File: config.mk
export PLATFORM = sky130hd
export DESIGN_NAME = ext_bus_demux
export DESIGN_NICKNAME = d
export VERILOG_FILES = /design/src/rtl/ext_bus_demux.sv
export SDC_FILE = /design/constraint.sdc
export NUM_CORES = 1
export LEC_CHECK = 0
export CAP_MARGIN = 5
export CORE_MARGIN = 3
export CORE_UTILIZATION = 46
export DETAILED_ROUTE_END_ITERATION = 8
export PLACE_DENSITY = 0.81
export SYNTH_ARGS = -nofsm -noshare
export SYNTH_HDL_FRONTEND = slang
export SYNTH_SLANG_ARGS = --single-unit
File: constraint.sdc
create_clock -name clk -period 2.03 [get_ports clk]
set_input_delay 0.203 -clock clk [delete_from_list [all_inputs] [get_ports clk]]
set_output_delay 0.203 -clock clk [all_outputs]
set_load 0.005 [all_outputs]
File: src/rtl/ext_bus_demux.sv
// Slave-side demultiplexer for the MCU external bus: two-phase address capture, region decode,
// and one byte access per address phase. Define EXTBUS_TIMEOUT_EN to bound the wait for mem_ready.
module ext_bus_demux #(
  parameter logic [11:0] IO_TAG         = 12'h1A1,
  parameter int          TIMEOUT_CYCLES = 1024,
  parameter logic [7:0]  TO_DATA        = 8'hFF
) (
  input  logic        clk,
  input  logic        rst,
  input  logic [15:0] ext_ad_in,
  output logic [7:0]  ext_ad_out,
  output logic        ext_ad_oe,
  input  logic        ae,
  input  logic        ext_read,
  input  logic        ext_write,
  output logic        ext_ready,
  output logic [31:0] mem_addr,
  output logic [7:0]  mem_wdata,
  output logic        mem_rd,
  output logic        mem_wr,
  output logic        mem_sel_io,
  input  logic [7:0]  mem_rdata,
  input  logic        mem_ready,
  output logic        bus_err
);

  typedef enum logic [2:0] {
    S_IDLE, S_ADDR_HI, S_ADDR_DONE, S_CMD, S_ACCESS, S_RESP
  } state_t;

  state_t      state_q, state_d;
  logic [31:0] addr_q, addr_d;
  logic [7:0]  wdata_q, wdata_d;
  logic [7:0]  rdata_q, rdata_d;
  logic        bus_err_q, bus_err_d;
  logic        mem_rd_q, mem_rd_d;
  logic        mem_wr_q, mem_wr_d;
  logic        sel_io_q, sel_io_d;
  logic        rd_acc_q, rd_acc_d;
  logic        wdrawn_q, wdrawn_d;
  logic        is_io, is_off, strobe_on;

`ifdef EXTBUS_TIMEOUT_EN
  localparam int CNT_W = $clog2(TIMEOUT_CYCLES + 1);
  logic [CNT_W-1:0] cnt_q, cnt_d;
`else
  logic [8:0] unused_cfg;
  assign unused_cfg = {TO_DATA, ^TIMEOUT_CYCLES};
`endif

  assign is_io     = (addr_q[31:20] == IO_TAG) && (addr_q[19:17] == 3'b000);
  assign is_off    = (|addr_q[31:12]) && !is_io;
  assign strobe_on = rd_acc_q ? ext_read : ext_write;

  always_comb begin
    state_d   = state_q;
    addr_d    = addr_q;
    wdata_d   = wdata_q;
    rdata_d   = rdata_q;
    bus_err_d = bus_err_q;
    mem_rd_d  = mem_rd_q;
    mem_wr_d  = mem_wr_q;
    sel_io_d  = sel_io_q;
    rd_acc_d  = rd_acc_q;
    wdrawn_d  = wdrawn_q;
`ifdef EXTBUS_TIMEOUT_EN
    cnt_d     = cnt_q;
`endif
    case (state_q)
      S_IDLE: begin
        if (ae) begin
          addr_d[15:0] = ext_ad_in;
          state_d      = S_ADDR_HI;
        end
      end
      S_ADDR_HI: begin
        if (ae) begin
          addr_d[31:16] = ext_ad_in;
          state_d       = S_ADDR_DONE;
        end else begin
          bus_err_d = 1'b1;
          state_d   = S_IDLE;
        end
      end
      S_ADDR_DONE: begin
        if (ae) begin
          addr_d[15:0] = ext_ad_in;
          state_d      = S_ADDR_HI;
        end else begin
          wdata_d = ext_ad_in[7:0];
          state_d = S_CMD;
        end
      end
      S_CMD: begin
        if (ae) begin
          addr_d[15:0] = ext_ad_in;
          state_d      = S_ADDR_HI;
        end else if (ext_read && ext_write) begin
          bus_err_d = 1'b1;
        end else if ((ext_read || ext_write) && (is_io || is_off)) begin
          mem_rd_d = ext_read;
          mem_wr_d = ext_write;
          sel_io_d = is_io;
          rd_acc_d = ext_read;
          wdrawn_d = 1'b0;
`ifdef EXTBUS_TIMEOUT_EN
          cnt_d    = '0;
`endif
          state_d  = S_ACCESS;
        end
      end
      S_ACCESS: begin
        // A withdrawn strobe still waits out the target so its handshake completes cleanly.
        if (!strobe_on) wdrawn_d = 1'b1;
        if (mem_ready) begin
          mem_rd_d = 1'b0;
          mem_wr_d = 1'b0;
          if (rd_acc_q) rdata_d = mem_rdata;
          state_d = (wdrawn_q || !strobe_on) ? S_IDLE : S_RESP;
`ifdef EXTBUS_TIMEOUT_EN
        end else if (cnt_q == CNT_W'(TIMEOUT_CYCLES - 1)) begin
          mem_rd_d  = 1'b0;
          mem_wr_d  = 1'b0;
          bus_err_d = 1'b1;
          if (rd_acc_q) rdata_d = TO_DATA;
          state_d = (wdrawn_q || !strobe_on) ? S_IDLE : S_RESP;
        end else begin
          cnt_d = cnt_q + CNT_W'(1);
`endif
        end
      end
      S_RESP: begin
        if (!ext_read && !ext_write) state_d = S_IDLE;
      end
      default: state_d = S_IDLE;
    endcase
  end

  always_ff @(posedge clk or negedge rst) begin
    if (!rst) begin
      state_q   <= S_IDLE;
      addr_q    <= '0;
      wdata_q   <= '0;
      rdata_q   <= '0;
      bus_err_q <= 1'b0;
      mem_rd_q  <= 1'b0;
      mem_wr_q  <= 1'b0;
      sel_io_q  <= 1'b0;
      rd_acc_q  <= 1'b0;
      wdrawn_q  <= 1'b0;
`ifdef EXTBUS_TIMEOUT_EN
      cnt_q     <= '0;
`endif
    end else begin
      state_q   <= state_d;
      addr_q    <= addr_d;
      wdata_q   <= wdata_d;
      rdata_q   <= rdata_d;
      bus_err_q <= bus_err_d;
      mem_rd_q  <= mem_rd_d;
      mem_wr_q  <= mem_wr_d;
      sel_io_q  <= sel_io_d;
      rd_acc_q  <= rd_acc_d;
      wdrawn_q  <= wdrawn_d;
`ifdef EXTBUS_TIMEOUT_EN
      cnt_q     <= cnt_d;
`endif
    end
  end

  assign ext_ready  = (state_q == S_RESP);
  assign ext_ad_oe  = (state_q == S_RESP) && rd_acc_q;
  assign ext_ad_out = rdata_q;
  assign mem_addr   = addr_q;
  assign mem_wdata  = wdata_q;
  assign mem_rd     = mem_rd_q;
  assign mem_wr     = mem_wr_q;
  assign mem_sel_io = sel_io_q;
  assign bus_err    = bus_err_q;

endmodule

==> After elaboration in Yosys (flattened, before gate mapping) <==
Cells that the tools add are included.
Widths: inputs -> output; s select.
{ "word_totals": {"reg_bits": 57, "output_inout_bits": 54, "elab_cells": 87} }
{ "classes": {"reduce_logical": 28, "bitwise_logic": 2, "muxes": 29, "eq_ne": 17} }
{ "ops": {"columns": ["op", "count"], "rows": [
  ["$mux 3", 7],
  ["$reduce_or 20->1", 1],
  ["$pmux 3 s6", 1],
  ["$ne 2x2->1 const B", 8],
  ["$mux 1", 15],
  ["$reduce_and 5->1", 3],
  ["$eq 12x9->1 const B", 1],
  ["$pmux 1 s2", 4],
  ["$reduce_and 4->1", 2],
  ["$eq 3x2->1 const B", 2],
  ["$eq 3x3->1 const B", 2],
  ["$logic_and 1x1->1", 6],
  ["$logic_not 3->1", 2],
  ["$ne 3x3->1 const B", 2],
  ["$reduce_and 2->1", 3],
  ["$logic_not 1->1", 4],
  ["$mux 2", 2],
  ["$reduce_bool 2->1", 2],
  ["$eq 3x1->1 const B", 1],
  ["$logic_or 1x1->1", 3],
  ["$reduce_and 3->1", 1],
  ["$reduce_or 3->1", 1],
  ["$ne 2x1->1 const B", 1],
  ["$not 1->1", 2]
]} }

==> Longest topological paths before layout <==
Gate-level depths: netlist of the first run.
{ "logic_depth": {"ltp_word": 10, "mapped_depth": 6, "ltp_nobuf": 4} }

==> Least setup slack after synthesis of the first run <==
Ideal clock, no wire load.
{ "synth_timing": {"path_type": "flip-flop to flip-flop", "start": "reg addr_q[21] (netlist: mem_addr[21])", "end": "reg sel_io_q (netlist: mem_sel_io)", "t_arrival_ns": 1.405, "synth_period_minus_slack_ns": 1.530, "slack_ns": 0.500, "stages_incl_launch_ff": 6, "setup_time_ns": 0.125, "cell_sequence": "dfrtp_1 -> nor4_2 -> and4_1 -> buf_6 -> a21oi_2 -> mux2_4"} }
{ "synth_via": {"elab_chain_cells": 7, "word_cells_on_any_way": 8} }
{ "synth_lines": {"columns": ["item", "line_no", "source"], "rows": [
  ["start: declaration", "32", "logic [31:0] addr_q, addr_d;"],
  ["start signal: assignment", "156", "addr_q <= addr_d;"],
  ["$eq 12x9->1", "51", "assign is_io = (addr_q[31:20] == IO_TAG) && (addr_q[19:17] == 3'b000);"],
  ["$logic_and 1x1->1", "51", null],
  ["$logic_not 1->1", "52", "assign is_off = (|addr_q[31:12]) && !is_io;"],
  ["$logic_and 1x1->1", "52", null],
  ["$logic_or 1x1->1", "100", "end else if ((ext_read || ext_write) && (is_io || is_off)) begin"],
  ["$logic_and 1x1->1", "100", null],
  ["$reduce_and 4->1 (no line)", null, null],
  ["end signal: assignment", "162", "sel_io_q <= sel_io_d;"],
  ["end: declaration", "38", "logic sel_io_q, sel_io_d;"]
]} }
Parallel ways exist; a longest one is shown, timed or not.
A chain may end at the register's enable or synchronous reset.

==> Worst setup path in the final report of the first run <==
{ "layout_timing": {"start": "reg state_q[1]", "end": "out ext_ad_oe"} }
{ "layout_via": {"elab_chain_cells": 2} }
{ "layout_lines": {"columns": ["item", "line_no", "source"], "rows": [
  ["start: declaration", "31", "state_t state_q, state_d;"],
  ["start signal: assignment", "155", "state_q <= state_d;"],
  ["$eq 3x3->1", "172", "assign ext_ad_oe = (state_q == S_RESP) && rd_acc_q;"],
  ["$logic_and 1x1->1", "172", null],
  ["end: declaration", "12", "output logic ext_ad_oe,"]
]} }
Every way passes these cells.

==> impl_results.rst, run 1 <==
.. list-table::
   :header-rows: 1

   * - Metric
     - Value
   * - Status
     - finished, final reports clean
   * - Max-capacitance violation count
     - 0
   * - Antenna-violating nets left
     - 0
   * - PortBufs
     - 83
   * - Unrepaired setup endpoints after global routing
     - no
   * - Simple-gate portion of the synthesized area
     - 10.9%
   * - Number of levels the H-tree was split into
     - 3
   * - Proportion of layout cells with a drive suffix above 1
     - 29.8%
   * - Slowest stage delay, CP
     - 0.51 ns
   * - R2R Path End
     - state_q[2]$_DFFE_PN0P_
   * - CTS tree
     - built
   * - Final critical-path share of the clock period
     - 94.4%
   * - Required time of the worst setup path
     - 1.83 ns
   * - Maximum operating frequency
     - 522 MHz
   * - Total track usage
     - 20.3%
   * - Die X-Extent
     - 81.6 µm
   * - Synth-to-Final Area Change
     - 44.3%
   * - Worst Skew
     - 0.00573 ns
   * - Area used by multi-input combinational logic
     - 1100 µm²
   * - Largest family of logic cells by synthesized area
     - multiplexers
   * - Routed length per instance
     - 16.7 µm
   * - Type of origin of the critical path
     - flip-flop
   * - Post-synthesis compound-gate area fraction
     - 9.04%
   * - Largest net degree at the start of global routing
     - 58
   * - Overall Power
     - 0.00563 W
   * - Total clock buffers created by CTS
     - 9
   * - Total length of routed met2 wires
     - 2940 µm
   * - Filler instances
     - 382
   * - Total of endpoints with negative setup slack in the final report
     - 0
   * - Antenna violations before repair
     - 0
   * - Starting Density
     - 49.6%
   * - Mux contribution to synthesized area
     - 21.5%
   * - Internal power consumption
     - 0.00395 W
   * - Via total after detailed routing
     - 1919
   * - Combinational Power Share
     - 42.1%
   * - Mapped Avg Cell Area
     - 13.4 µm²
   * - 1st-pass router iterations
     - 4
   * - Routability-driven placement congestion ratio
     - 0.938
   * - Number of hold violations in the final report
     - 0
   * - Portion of total power attributed to the clock network
     - 19.3%
   * - CP max stage cell
     - sky130_fd_sc_hd__dfrtp_2
   * - Power Density
     - 1480 nW/µm²
   * - Count of unique library cells instantiated by Yosys
     - 45
   * - Ant. Diodes
     - 0
   * - Reg2reg start
     - mem_addr[21]$_DFFE_PN0P_
   * - Clock transition at the register clock pins on the worst setup and hold paths after CTS
     - 0.06 ns
   * - Via count of the first global-routing pass
     - 2012
   * - Kind of critical path
     - reg2out
   * - Total Wirelength
     - 6110 µm
   * - FF-to-FF path depth
     - 4
   * - Max IR drop VDD
     - 0.00102 V
   * - Top library cells by usage in the layout, fill and taps aside
     - sky130_fd_sc_hd__clkdlybuf4s50_1, sky130_fd_sc_hd__dfrtp_1, sky130_fd_sc_hd__mux2_2
   * - Fraction of power spent switching nets
     - 29.8%
   * - Standard-cell rows
     - 26
   * - Yosys warns
     - 0
   * - Critical path fanouts, max
     - 13
   * - NetSw
     - 0.00168 W
   * - Register bit count reported by yosys
     - 57
   * - Number of top-level design ports
     - 84
   * - Summed negative setup slack over all endpoints
     - 0 ns
   * - Leakage
     - 1.54 nW
   * - GR Overflow Total
     - 0
   * - Share of synthesized cell area in full adder, half adder and majority cells
     - 0%
   * - Critical path endpoint category
     - output pin
   * - Clock insertion delay at the later pin of the skew report
     - 0.32 ns
   * - Sequential-to-total area share from yosys stat
     - 54.2%
   * - Actual slew at the worst max-slew pin
     - 0.412 ns
   * - Number of nets in the layout
     - 320
   * - Average vias per placed instance
     - 5.26
   * - Reg power frac
     - 38.5%
   * - Crit path DAT
     - 1.71 ns
   * - Die area
     - 6660 µm²
   * - Clk Tree Root Cell
     - sky130_fd_sc_hd__clkbuf_8
   * - Most common cell after layout, fill and taps aside
     - sky130_fd_sc_hd__clkdlybuf4s50_1
   * - Global-route wire length before repair
     - 10200 µm
   * - Slew HR
     - 72.5%
   * - Final critical path time including I/O delays and setup
     - 1.92 ns
   * - Worst min-delay path class
     - in2async
   * - # DRC
     - 0
   * - Half-perimeter wire length after placement
     - 4420 µm
   * - Register area
     - 1430 µm²
   * - Met3 wire len
     - 579 µm
   * - Flop-to-flop setup slack
     - 0.25 ns
   * - Number of DRC violations after detailed-routing iteration 0
     - 63
   * - Die height
     - 81.6 µm
   * - Net Count, Synth
     - 226
   * - Count of clock tree sinks
     - 57
   * - CP Cell Sequence
     - nor2b_1 > and3_1 > clkdlybuf4s50_1
   * - Netlist area before placement
     - 2630 µm²
   * - Core box area
     - 5300 µm²
   * - Highest metal layer with signal wires
     - met4
   * - Clock tree buffer depth
     - 2
   * - Number of cells produced by synthesis
     - 196
   * - XOR/XNOR share of the synthesized area
     - 0.333%
   * - Wl on met1
     - 2530 µm
   * - Pins Over Slew Limit
     - 0
==> stage by stage <==
stage | instances | area [µm²] | util (%) | hold WS [ns] | setup slack, ns
2_1_floorplan | 196 | 2630 | - | -0.0926 | 0.500
5_1_grt | 365 | 3800 | 71.6 | 0.433 | 0.00410
3_3_place_gp | 346 | 3560 | 67.1 | 0.230 | 0.205
3_5_place_dp | 346 | 3560 | 67.1 | 0.227 | 0.143
6_report | 365 | 3800 | 71.6 | 0.412 | 0.114
4_1_cts | 363 | 3780 | 71.3 | 0.413 | 0.00513
==> worst max path at each step <==
stage	start	end	slack [ns]	depth (start not counted)
global placement	ext_write	state_q[0]$_DFFE_PN0P_	0.20	5
CTS	state_q[1]$_DFFE_PN0P_	ext_ad_oe	0.005	3
finish	state_q[1]$_DFFE_PN0P_	ext_ad_oe	0.11	3
floorplan	mem_addr[21]$_DFFE_PN0P_	mem_sel_io$_DFFE_PN0P_	0.50	5
detailed placement	ext_write	state_q[0]$_DFFE_PN0P_	0.14	5
global route	state_q[1]$_DFFE_PN0P_	ext_ad_oe	0.004	3
==> per-layer routing <==
metal	vias to the layer above	global-route usage, %
li1	908	-
met1	927	25.7
met2	75	32.7
met3	9	8.00
met4	0	5.32
met5	-	0
==> registers in the layout, summed over array words and instances, names as in the netlist <==
signal      cells
mem_addr       32
ext_ad_out      8
mem_wdata       8
state_q         3
bus_err         1
mem_rd          1
mem_sel_io      1
mem_wr          1
rd_acc_q        1
wdrawn_q        1
==> kinds of logic after synthesis <==
group | Yosys count
AO/OA/AOI/OAI | 28
flip-flops | 57
AND/OR/NAND/NOR | 43
XOR/XNOR | 1
multiplexers | 50
buffers and inverters | 17
==> area by class of cell <==
cell class,instances,share of cell area [%]
clock buffer,14,4.55
inverter,6,0.593
multi-input combinational,122,29.0
timing repair buffer,94,25.0
tap,70,2.31
clock inverter,2,0.923
sequential,57,37.7
==> worst max-delay path: cells and delay by family (launching register included) <==
kind                   cells  cell delay (ns)
buffers and inverters      1             0.50
AND/OR/NAND/NOR            2             0.38
flip-flops                 1             0.51
==> power groups by stage <==
stage               clock network (W)  logic [W]  registers, W
floorplan                           0    0.00106       0.00210
global placement                    0    0.00234       0.00217
detailed placement                  0    0.00237       0.00219
CTS                           0.00111    0.00239       0.00218
global route                  0.00117    0.00258       0.00226
finish                        0.00109    0.00237       0.00217
==> synthesized netlist by cell type (all sizes together) <==
cell,instances,share of area (%)
and4bb,1,0.48
a221oi,1,0.33
a31o,1,0.33
a22oi,1,0.29
o211ai,3,0.86
o31ai,3,0.86
buf,9,2.8
a41oi,1,0.33
nand3,7,1.5
o41ai,1,0.33
and4,1,0.33
and3,4,0.95
nand2,5,0.71
a211oi,2,1.0
o22ai,1,0.24
o32a,1,0.38
nor3b,2,1.0
mux2i,1,0.38
mux2,49,21
a2111oi,1,1.0
o21ai,2,0.38
a21oi,6,1.3
a2111o,1,0.43
nor2,8,1.1
clkbuf,2,0.29
nand4,4,0.95
nor3,3,0.57
dfrtp,57,54
o2111ai,1,0.33
inv,6,0.86
nor4,3,2.1
nor2b,3,0.71
and2,2,0.48
xor2,1,0.33
a21o,2,0.57
==> repair_timing <==
| item | 4_1_cts | 5_1_grt |
|---|---|---|
| buffers inserted | 0 | 2 |
| hold buffers | 1 | 0 |
| endpoints found under the hold margin | 57 | 0 |
| setup endpoints to repair | 2 | 2 |
| resized for setup | 1 | 2 |
No activity file was read; power rests on OpenSTA's default activity.
==> run 2: changes to the inputs <==
- ABC_AREA: unset -> 1
- CORE_UTILIZATION: 46 -> 45
- CTS_CLUSTER_DIAMETER: unset -> 80
- PLACE_DENSITY: 0.81 -> 0.8
==> impl_results.rst, run 2 <==
.. list-table::
   :header-rows: 1

   * - Metric
     - Value
   * - Status
     - finished, final reports clean (unchanged)
   * - Most instantiated flip-flop cell in the synthesis netlist
     - sky130_fd_sc_hd__dfrtp_1 (unchanged)
   * - Worst Setup Slack post-DPL
     - 0.393 ns (was 0.143 ns)
   * - Slew HR
     - 75.0% (was 72.5%)
   * - Number of hold violations in the final report
     - 0 (unchanged)
   * - Number of flops mapped to enable cells by yosys
     - 0 (unchanged)
   * - Max reg flops
     - 32 (unchanged)
   * - Clk Tree Root Cell
     - sky130_fd_sc_hd__clkbuf_8 (unchanged)
   * - Main area contributors after synthesis
     - sky130_fd_sc_hd__dfrtp_1, sky130_fd_sc_hd__nand2_1, sky130_fd_sc_hd__o21ai_1, sky130_fd_sc_hd__mux2_4, sky130_fd_sc_hd__inv_1 (was sky130_fd_sc_hd__dfrtp_1, sky130_fd_sc_hd__mux2_2, sky130_fd_sc_hd__nor4_4, sky130_fd_sc_hd__buf_6, sky130_fd_sc_hd__nand3_1)
   * - Die X-Extent
     - 80.6 µm (was 81.6 µm)
   * - Required time of the worst setup path
     - 1.83 ns (about the same)
   * - Largest net degree at the start of global routing
     - 58 (unchanged)
   * - Mapped Avg Cell Area
     - 9.62 µm² (was 13.4 µm²)
   * - Post-synth top area cell
     - sky130_fd_sc_hd__dfrtp_1 (unchanged)
   * - Sequential-to-total area share from yosys stat
     - 57.0% (was 54.2%)
   * - Pins Over Slew Limit
     - 0 (unchanged)
   * - 1st-pass router iterations
     - 4 (unchanged)
   * - Fraction of power spent switching nets
     - 33.9% (was 29.8%)
   * - Post-route non-filler standard cell count
     - 425 (was 365)
   * - Flop-to-flop setup slack
     - 0.56 ns (was 0.25 ns)
   * - Total clock buffers created by CTS
     - 9 (unchanged)
   * - Synth-to-Final Area Change
     - 44.2% (was 44.3%)
   * - R2R Path End
     - state_q[1]$_DFFE_PN0P_ (was state_q[2]$_DFFE_PN0P_)
   * - Count of unique library cells instantiated by Yosys
     - 28 (was 45)
   * - Maximum operating frequency
     - 518 MHz (was 522 MHz)
   * - Half-perimeter wire length after placement
     - 4120 µm (was 4420 µm)
   * - Post-route cell area
     - 3610 µm² (was 3800 µm²)
   * - GR Overflow Total
     - 0 (unchanged)
   * - Final critical path time including I/O delays and setup
     - 1.93 ns (was 1.92 ns)
   * - FF-to-FF path depth
     - 8 (was 4)
   * - Cell mode on critical path
     - sky130_fd_sc_hd__inv_2
   * - Starting Density
     - 47.8% (was 49.6%)
   * - Reg2reg start
     - mem_addr[23]$_DFFE_PN0P_ (was mem_addr[21]$_DFFE_PN0P_)
   * - Global-route wire length before repair
     - 9480 µm (was 10200 µm)
   * - Antenna violations before repair
     - 0 (unchanged)
   * - Worst min-delay path class
     - in2async (unchanged)
   * - Proportion of layout cells with a drive suffix above 1
     - 17.2% (was 29.8%)
   * - Total Wirelength
     - 5740 µm (was 6110 µm)
   * - Max-capacitance violation count
     - 0 (unchanged)
   * - Total placed instance area
     - 3410 µm² (was 3560 µm²)
   * - Number of DRC violations after detailed-routing iteration 0
     - 59 (was 63)
   * - Internal power consumption
     - 0.00331 W (was 0.00395 W)
   * - Clock tree buffer depth
     - 2 (unchanged)
   * - Total of endpoints with negative setup slack in the final report
     - 0 (unchanged)
   * - CP Cell Sequence
     - inv_2 > nor2_4 > inv_2 > nor2_2 > and2_1 > clkdlybuf4s50_1 (was nor2b_1 > and3_1 > clkdlybuf4s50_1)
   * - Final critical-path share of the clock period
     - 95.2% (was 94.4%)
   * - Antenna-violating nets left
     - 0 (unchanged)
   * - Critical path endpoint category
     - output pin (unchanged)
   * - Standard-cell rows
     - 26 (unchanged)
   * - Average vias per placed instance
     - 4.84 (was 5.26)
   * - Combinational Power Share
     - 41.6% (was 42.1%)
   * - Yosys warns
     - 0 (unchanged)
   * - Top cell types by occurrence after synthesis
     - sky130_fd_sc_hd__nand2_1, sky130_fd_sc_hd__dfrtp_1, sky130_fd_sc_hd__o21ai_1 (was sky130_fd_sc_hd__dfrtp_1, sky130_fd_sc_hd__mux2_2, sky130_fd_sc_hd__nor2_1)
   * - Most frequently used cell type in the post-synthesis netlist
     - sky130_fd_sc_hd__nand2_1 (was sky130_fd_sc_hd__dfrtp_1)
   * - # DRC
     - 0 (unchanged)
   * - Number of cells produced by synthesis
     - 260 (was 196)
   * - Die area
     - 6490 µm² (was 6660 µm²)
   * - Type of origin of the critical path
     - flip-flop (unchanged)
   * - Routed length per instance
     - 13.5 µm (was 16.7 µm)
   * - CP max stage cell
     - sky130_fd_sc_hd__clkdlybuf4s50_1 (was sky130_fd_sc_hd__dfrtp_2)
   * - Placed cell count
     - 409 (was 346)
   * - Overall Power
     - 0.00500 W (was 0.00563 W)
   * - Count of clock tree sinks
     - 57 (unchanged)
   * - Number of levels the H-tree was split into
     - 3 (unchanged)
   * - Number of top-level design ports
     - 84 (unchanged)
   * - Worst path setup slack after routing
     - 0.0977 ns (was 0.114 ns)
   * - Portion of total power attributed to the clock network
     - 18.9% (was 19.3%)
   * - Via total after detailed routing
     - 2056 (was 1919)
   * - Kind of critical path
     - reg2out (unchanged)
   * - PortBufs
     - 83 (unchanged)
   * - Die height
     - 80.6 µm (was 81.6 µm)
   * - Top library cells by usage in the layout, fill and taps aside
     - sky130_fd_sc_hd__clkdlybuf4s50_1, sky130_fd_sc_hd__nand2_1, sky130_fd_sc_hd__dfrtp_1 (was sky130_fd_sc_hd__clkdlybuf4s50_1, sky130_fd_sc_hd__dfrtp_1, sky130_fd_sc_hd__mux2_2)
   * - Actual slew at the worst max-slew pin
     - 0.371 ns (was 0.412 ns)
   * - Core box area
     - 5240 µm² (was 5300 µm²)
   * - Clock transition at the register clock pins on the worst setup and hold paths after CTS
     - 0.06 ns (about the same)
   * - Hold slack final
     - 0.416 ns (was 0.412 ns)
   * - Crit path DAT
     - 1.73 ns (was 1.71 ns)
   * - Area fraction of the dominant cell type after synthesis
     - 57.0% (was 54.2%)
   * - Register bit count reported by yosys
     - 57 (unchanged)
   * - CTS tree
     - built (unchanged)
   * - Total track usage
     - 19.4% (was 20.3%)
   * - Net Count, Synth
     - 290 (was 226)
   * - Async S/R FF share, synth
     - 100% (unchanged)
   * - Critical path fanouts, max
     - 4 (was 13)
   * - Routability-driven placement congestion ratio
     - 0.878 (was 0.938)
   * - Max IR drop VDD
     - 0.000928 V (was 0.00102 V)
   * - Power Density
     - 1390 nW/µm² (was 1480 nW/µm²)
   * - Via count of the first global-routing pass
     - 2013 (was 2012)
   * - Most common cell after layout, fill and taps aside
     - sky130_fd_sc_hd__clkdlybuf4s50_1 (unchanged)
   * - Leakage
     - 1.72 nW (was 1.54 nW)
   * - Netlist area before placement
     - 2500 µm² (was 2630 µm²)
   * - Ant. Diodes
     - 0 (unchanged)
   * - Clock insertion delay at the later pin of the skew report
     - 0.32 ns (about the same)
   * - Worst Skew
     - 0.00882 ns (was 0.00573 ns)
   * - Reg power frac
     - 39.4% (was 38.5%)
   * - Slowest stage delay, CP
     - 0.50 ns (was 0.51 ns)
   * - Number of nets in the layout
     - 381 (was 320)
   * - NetSw
     - 0.00169 W (was 0.00168 W)
[run 2: cell count changes after synthesis, sizes merged, moves of 4 or more]
cell and change:
nor2 +9, inv +27, nand2 +65, mux2 -41, o21ai +44, and3 -4
[run 2: how the worst max path moves through the flow]
stage                                     end                    from  cells after the start
detailed placement                  ext_ad_oe  state_q[1]$_DFFE_PN0P_                      5
CTS                                 ext_ad_oe  state_q[1]$_DFFE_PN0P_                      5
floorplan           ext_ad_out[0]$_DFFE_PN0P_  state_q[1]$_DFFE_PN0P_                      5
global route                        ext_ad_oe  state_q[0]$_DFFE_PN0P_                      6
finish                              ext_ad_oe  state_q[0]$_DFFE_PN0P_                      6
global placement                    ext_ad_oe  state_q[1]$_DFFE_PN0P_                      5
[run 2: metal layers]
layer | GRT usage (%) | share of wire [%]
met1 | 24.2 | 43
met2 | 29.2 | 48
met3 | 7.17 | 7.9
met4 | 10.3 | 1.3
met5 | 0 | 0
[run 2: what timing repair did]
| item | CTS | global route |
|---|---|---|
| hold buffers | 1 | 0 |
| setup buffers | 0 | 0 |
| gates resized for setup | 0 | 1 |
| endpoints found under the hold margin | 57 | 0 |
| setup endpoints to repair | 0 | 1 |
[run 2: through the flow]
step,utilization [%],TNS [ns]
after CTS,68.8,0
after detailed placement,65.2,0
final,68.9,0
after global routing,68.9,-0.00545
after floorplan,-,0
after global placement,65.2,0
[run 2: logic make-up after synthesis]
family,Yosys count,synth area share (%)
buffers and inverters,40,6.45
muxes,8,4.80
DFF,57,57.0
and+or+nand+nor,104,19.6
AOI/OAI and AO/OA,51,12.1
[run 2: cell type report]
cell class	count	area, µm²
well taps	70	87.6
inverters	33	124
fillers	409	1630
clock inverters	3	15.0
clock buffers	12	165
flip-flops and latches	57	1430
multi-input cells	163	920
repair buffers	87	871
[run 2: power by group through the flow]
stage          combinational [W]  sequential, W  clock [W]
4_1_cts                  0.00211        0.00197   0.000969
5_1_grt                  0.00234        0.00204    0.00103
6_report                 0.00208        0.00197   0.000947
3_3_place_gp             0.00204        0.00196          0
2_1_floorplan           0.000956        0.00195          0
3_5_place_dp             0.00210        0.00197          0
[run 2: critical path: cells and delay by family (launching register included)]
| family | cells | cell delay (ns) |
|---|---|---|
| buffers and inverters | 3 | 0.64 |
| DFF | 1 | 0.38 |
| and+or+nand+nor | 3 | 0.39 |
==> run 3: changes to the inputs <==
- ABC_AREA: 1 -> unset
- CORE_UTILIZATION: 45 -> 46
- PLACE_DENSITY: 0.8 -> 0.81
==> results of run 3 <==
Final layout, timing and power as in run 1 (identical DEF).
